### config.mk
export PLATFORM = sky130hd
export DESIGN_NAME = ss_mac_sequencer
export DESIGN_NICKNAME = d
export VERILOG_FILES = /design/src/rtl/ss_mac_pkg.sv /design/src/rtl/ss_mac_sequencer_lfsr.sv /design/src/rtl/ss_mac_sequencer.sv
export SDC_FILE = /design/constraint.sdc
export NUM_CORES = 1
export LEC_CHECK = 0
export BUFFER_PORTS_ARGS = -buffer_cell sky130_fd_sc_hd__buf_2
export CELL_PAD_IN_SITES_DETAIL_PLACEMENT = 1
export CELL_PAD_IN_SITES_GLOBAL_PLACEMENT = 1
export CORE_ASPECT_RATIO = 0.5
export CORE_UTILIZATION = 43
export DETAILED_ROUTE_END_ITERATION = 6
export HOLD_SLACK_MARGIN = 0.12
export PLACE_DENSITY_LB_ADDON = 0.25
export SKIP_CTS_REPAIR_TIMING = 1
export SYNTH_ARGS = -nofsm -noshare
export SYNTH_HDL_FRONTEND = slang
export SYNTH_SLANG_ARGS = --single-unit
export TNS_END_PERCENT = 5
### constraint.sdc
create_clock -name clk -period 2.25 [get_ports clk]
set_input_delay 0.1125 -clock clk [delete_from_list [all_inputs] [get_ports clk]]
set_output_delay 0.1125 -clock clk [all_outputs]
set_load 0.02 [all_outputs]
### src/rtl/ss_mac_pkg.sv
// Shared types and constants for the stochastic-symbol MAC sequencer.
// Holds the FSM state encoding, LFSR taps and per-input seeds.
package ss_mac_pkg;

    localparam int NUM_IN     = 8;
    localparam int RN_W       = 8;
    localparam int MAX_ROUNDS = 8;

    // Taps at bits 7,5,4,3 of the Fibonacci LFSR.
    localparam logic [RN_W-1:0] LFSR_TAPS = 8'hB8;

    // SEEDS[i] seeds the LFSR feeding MAC input i.
    localparam logic [NUM_IN-1:0][RN_W-1:0] SEEDS = {
        8'hC3, 8'hA5, 8'h8E, 8'h71,
        8'h5C, 8'h3A, 8'h1D, 8'h01
    };

    typedef enum logic [1:0] {
        S_IDLE,
        S_CLEAR,
        S_RUN,
        S_CAPTURE
    } state_t;

    // Clamp the requested round count so the 10-bit sum cannot overflow.
    function automatic logic [3:0] sat_rounds(input logic [3:0] n);
        return (n > 4'(MAX_ROUNDS)) ? 4'(MAX_ROUNDS) : n;
    endfunction

endpackage

### src/rtl/ss_mac_sequencer_lfsr.sv
// 8-bit Fibonacci LFSR with enable and all-zero lockup recovery.
// One instance per MAC input; the stream persists across jobs.
module ss_lfsr8
    import ss_mac_pkg::*;
#(
    parameter logic [RN_W-1:0] SEED = 8'h01
) (
    input  logic            clk,
    input  logic            rst,
    input  logic            en,
    output logic [RN_W-1:0] value
);

    logic feedback;

    assign feedback = ^(value & LFSR_TAPS);

    // Reseed on reset or lockup, otherwise shift only when enabled.
    always_ff @(posedge clk) begin
        if (rst) begin
            value <= SEED;
        end else if (value == '0) begin
            value <= SEED;
        end else if (en) begin
            value <= {value[RN_W-2:0], feedback};
        end
    end

endmodule

### src/rtl/ss_mac_sequencer.sv
// Sequencer for the 4-bit stochastic-symbol MAC: clears the MAC,
// steps sel through R rounds of 8 inputs and captures the sum.
module ss_mac_sequencer
    import ss_mac_pkg::*;
(
    input  logic            clk,
    input  logic            rst,
    input  logic            start,
    input  logic [3:0]      num_rounds,
    input  logic [9:0]      z_in,
    output logic            mac_rst_n,
    output logic [2:0]      sel,
    output logic [RN_W-1:0] x_randnum_0,
    output logic [RN_W-1:0] x_randnum_1,
    output logic [RN_W-1:0] x_randnum_2,
    output logic [RN_W-1:0] x_randnum_3,
    output logic [RN_W-1:0] x_randnum_4,
    output logic [RN_W-1:0] x_randnum_5,
    output logic [RN_W-1:0] x_randnum_6,
    output logic [RN_W-1:0] x_randnum_7,
    output logic            busy,
    output logic [9:0]      result,
    output logic            done
);

    state_t          state;
    state_t          next_state;
    logic [5:0]      cnt;
    logic [3:0]      rounds;
    logic [3:0]      eff_rounds;
    logic [6:0]      run_last;
    logic            go;
    logic            run_en;
    logic            clr_q;
    logic [RN_W-1:0] rn [NUM_IN];

    assign eff_rounds = sat_rounds(num_rounds);
    assign go         = start && (eff_rounds != 4'd0);
    assign run_last   = {rounds, 3'b000} - 7'd1;
    assign run_en     = (state == S_RUN);

    // State register.
    always_ff @(posedge clk) begin
        if (rst) begin
            state <= S_IDLE;
        end else begin
            state <= next_state;
        end
    end

    // Next-state and registered-state output decode.
    always_comb begin
        next_state = state;
        busy       = 1'b1;
        sel        = 3'd0;
        unique case (state)
            S_IDLE: begin
                busy = 1'b0;
                if (go) begin
                    next_state = S_CLEAR;
                end
            end
            S_CLEAR: begin
                next_state = S_RUN;
            end
            S_RUN: begin
                sel = cnt[2:0];
                if ({1'b0, cnt} == run_last) begin
                    next_state = S_CAPTURE;
                end
            end
            S_CAPTURE: begin
                next_state = S_IDLE;
            end
            default: begin
                next_state = S_IDLE;
            end
        endcase
    end

    // Round latch, RUN cycle counter, result capture and done pulse.
    always_ff @(posedge clk) begin
        if (rst) begin
            rounds <= 4'd0;
            cnt    <= 6'd0;
            result <= 10'd0;
            done   <= 1'b0;
        end else begin
            if (state == S_IDLE && go) begin
                rounds <= eff_rounds;
            end
            cnt  <= run_en ? cnt + 6'd1 : 6'd0;
            done <= (state == S_CAPTURE);
            if (state == S_CAPTURE) begin
                result <= z_in;
            end
        end
    end

    // MAC clear strobe, registered so it is glitch-free at the MAC.
    always_ff @(posedge clk) begin
        if (rst) begin
            clr_q <= 1'b1;
        end else begin
            clr_q <= (next_state == S_CLEAR);
        end
    end

    assign mac_rst_n = ~clr_q;

    for (genvar i = 0; i < NUM_IN; i++) begin : g_lfsr
        ss_lfsr8 #(
            .SEED (SEEDS[i])
        ) u_lfsr (
            .clk   (clk),
            .rst   (rst),
            .en    (run_en),
            .value (rn[i])
        );
    end

    assign x_randnum_0 = rn[0];
    assign x_randnum_1 = rn[1];
    assign x_randnum_2 = rn[2];
    assign x_randnum_3 = rn[3];
    assign x_randnum_4 = rn[4];
    assign x_randnum_5 = rn[5];
    assign x_randnum_6 = rn[6];
    assign x_randnum_7 = rn[7];

endmodule

==> impl_metrics.env <==
export IMPL_status="completed"
export IMPL_setup_viol=0
export IMPL_regToRegSetupSlack_ns=0.50
export IMPL_grt_ovfl_total=0
export IMPL_clk_pin_slew_ns=0.06
export IMPL_floorplan_io_pins=97
export IMPL_grt_util_all_layers_pct=21.4
export IMPL_crit_family="buffers and inverters"
export IMPL_dr_pass1_iters=4
export IMPL_h_tree_depth=3
export IMPL_timing_critical_path_buf_inv=3
export IMPL_die_w_um=134
export IMPL_tightest_slew_ns=0.671
export IMPL_portBuffers=96
export IMPL_synth_xor_area_share_pct=5.87
export IMPL_synthDistinctLibCells=35
export IMPL_start_util_pct=45.7
export IMPL_final_cell_count_no_fill=612
export IMPL_clk_latency_ns=0.34
export IMPL_hpwl_mm=6.15
export IMPL_min_period_over_period_pct=91.5
export IMPL_syn_nets=416
export IMPL_fillers=965
export IMPL_numCtsBuffers=9
export IMPL_synth_simple_gate_area_share_pct=15.6
export IMPL_rr_worst_depth=5
export IMPL_vdd_drop_max_mv=0.447
export IMPL_core_um2=8260
export IMPL_slowest_stage="ha_4"
export IMPL_critical_path_cell_count=5
export IMPL_ys_warn_count=0
export IMPL_avgSynthCellArea_um2=9.80
export IMPL_start_kind="register"
export IMPL_fin_util_pct=58.7
export IMPL_crit_type="register to output pin"
export IMPL_critPathMaxStageDelay_ns=0.56
export IMPL_netlist_area_um2=3770
export IMPL_wl_mm=9.65
export IMPL_min_period_ns=2.06
export IMPL_synth_fa_ha_area_share_pct=4.64
export IMPL_yosys_top_cells_area="dfxtp_1 (47%), mux2i_1 (16%), nor2_1 (5.0%), ha_1 (4.6%), nand2_1 (3.7%)"
export IMPL_num_rows=23
export IMPL_grt_pass1_wl_mm=14.9
export IMPL_drive_gt1_share_pct=23.6
export IMPL_cp_cell_sequence="inv_1, ha_4, buf_12, and2_1, buf_2"
export IMPL_grt_setup_unrepaired="no"
export IMPL_reg2reg_to="g_lfsr[0].u_lfsr.value[4]"
export IMPL_fmax_mhz=486
export IMPL_synth_area_mux_share_pct=16.5
export IMPL_cts_root_buf="clkbuf_16"
export IMPL_synth_compound_area_share_pct=6.34
export IMPL_mostFrequentLayoutCell="buf_2"
export IMPL_rr_startpoint="state[0]"
export IMPL_cts_sinks=88
export IMPL_drtAntennaViolNets=0
export IMPL_critPathCapture="sel[0]"
export IMPL_critPathMaxFanout=38
export IMPL_route_vias_total=3064
export IMPL_worstPathRequired_ns=2.14
export IMPL_finalHoldViolCount=0
export IMPL_drt_initial_drc_count=118
export IMPL_maxCapViolations=0
export IMPL_antenna_found_initial=0
export IMPL_die_h_um=68.2
export IMPL_yosysTopAreaCellShare_pct=46.7
export IMPL_antenna_cells=0
export IMPL_wl_per_cell_um=15.8
export IMPL_slew_viol_final=0
export IMPL_synth_top_family_by_area="multiplexers"
export IMPL_synth_top_area_cell="dfxtp_1"
export IMPL_grt_pass1_vias=3013
export IMPL_hp_class="input pin to register"
export IMPL_setup_tns_ns=0
export IMPL_yosysSeqAreaShare_pct=46.7
export IMPL_fin_nets=526
export IMPL_cp_end_kind="output pin"
export IMPL_power_density_nw_per_um2=904
export IMPL_clock_skew_ns=0.00380
export IMPL_layout_common_cells="buf_2 (96), dfxtp_1 (88), mux2i_1 (62)"
export IMPL_cp_startpoint="state[0]"
export IMPL_ys_ff_latch=88
export IMPL_tritoncts="yes"
export IMPL_avgViaCountPerCell=5.01
export IMPL_grt_max_degree=39
export IMPL_place_inst=581
export IMPL_leakagePower_nw=2.08
export IMPL_clockBufferDepth=2
export IMPL_dieArea_um2=9170
export IMPL_place_congestion=0.732
export IMPL_crit_arrival_ns=1.95
export IMPL_syn_to_final_growth_pct=28.7
export IMPL_syn_inst=385
export IMPL_slew_headroom_pct=55.3
export IMPL_drc=0
-- synth_stat cells --
cell type	count
o21ai_0	4
and4b_1	1
buf_1	2
nor2_1	50
a21oi_2	1
buf_4	1
nand3_1	5
a211oi_1	1
nor2b_1	5
dfxtp_1	88
o31ai_1	2
clkbuf_1	2
xnor3_1	4
a31o_1	1
or2_2	1
nand4b_1	3
nand2_1	37
nand2b_1	2
mux2i_1	62
nor3_1	8
o21bai_1	1
nor4b_1	8
xor2_1	6
xnor2_1	9
a31oi_1	1
o211ai_1	7
o21a_1	1
or4_4	1
inv_1	25
a21o_1	6
ha_1	14
or3b_1	1
buf_2	10
a21oi_1	12
and2_1	3
-- sequential cells by signal, summed over array words and instances (netlist names) --
register             flops
g_lfsr.u_lfsr.value     64
result                  10
cnt                      6
rounds                   4
state                    2
clr_q                    1
done                     1
-- layer usage --
| metal | GRT usage [%] | wire length [um] |
|---|---|---|
| met5 | 0 | 0 |
| met3 | 6.96 | 340 |
| met1 | 25.2 | 4480 |
| met4 | 8.71 | 102 |
| met2 | 36.9 | 4730 |
-- power breakdown --
part | internal (W) | switching (W)
sequential | 0.00169 | 0.000135
clock | 0.00100 | 0.000609
combinational | 0.000410 | 0.000540
total | 0.00310 | 0.00128
-- worst min path at each step --
stage	cells after the start	startpoint	slack, ns	to
4_1_cts	3	z_in[5]	-0.005	result[5]
6_report	3	num_rounds[1]	0.09	rounds[1]
3_5_place_dp	3	z_in[5]	0.36	result[5]
2_1_floorplan	2	z_in[6]	0.26	result[6]
5_1_grt	3	num_rounds[1]	0.09	rounds[1]
3_3_place_gp	3	z_in[6]	0.35	result[6]
-- worst register-to-register path, stage by stage, from the launching register on --
cell and delay (ns):
dfxtp_1 0.34, inv_1 0.15, ha_4 0.56, buf_12 0.28, mux2i_1 0.25, nor2_1 0.06
-- logic make-up (layout without fill, tap and decap cells) --
group / Yosys count / count (layout)
AOI/OAI and AO/OA: 37 / 37
buffers and inverters: 40 / 155
and+or+nand+nor: 125 / 125
muxes: 62 / 62
adders and majority gates: 14 / 14
xor gates and xnor gates: 19 / 19
DFF: 88 / 88
-- per-stage QoR --
stage / total power (W) / worst slack (ns) / cell area [um^2] / hold WS (ns)
2_1_floorplan: 0.00249 / 0.683 / 3770 / 0.260
3_3_place_gp: 0.00275 / 0.594 / 4380 / 0.347
3_5_place_dp: 0.00278 / 0.528 / 4380 / 0.358
4_1_cts: 0.00442 / 0.156 / 4700 / -0.00516
5_1_grt: 0.00463 / 0.0503 / 4850 / 0.0948
6_report: 0.00439 / 0.192 / 4850 / 0.0856
-- final cells by class --
cell class / instances / area, um^2 / share of cell area (%)
clock inverters: 5 / 80.1 / 1.65
flip-flops and latches: 88 / 1760 / 36.3
well taps: 112 / 140 / 2.89
inverters: 25 / 93.8 / 1.93
multi-input cells: 257 / 1860 / 38.2
repair buffers: 114 / 678 / 14.0
clock buffers: 11 / 243 / 5.00
Note: power is estimated with default switching activity, not from simulation.
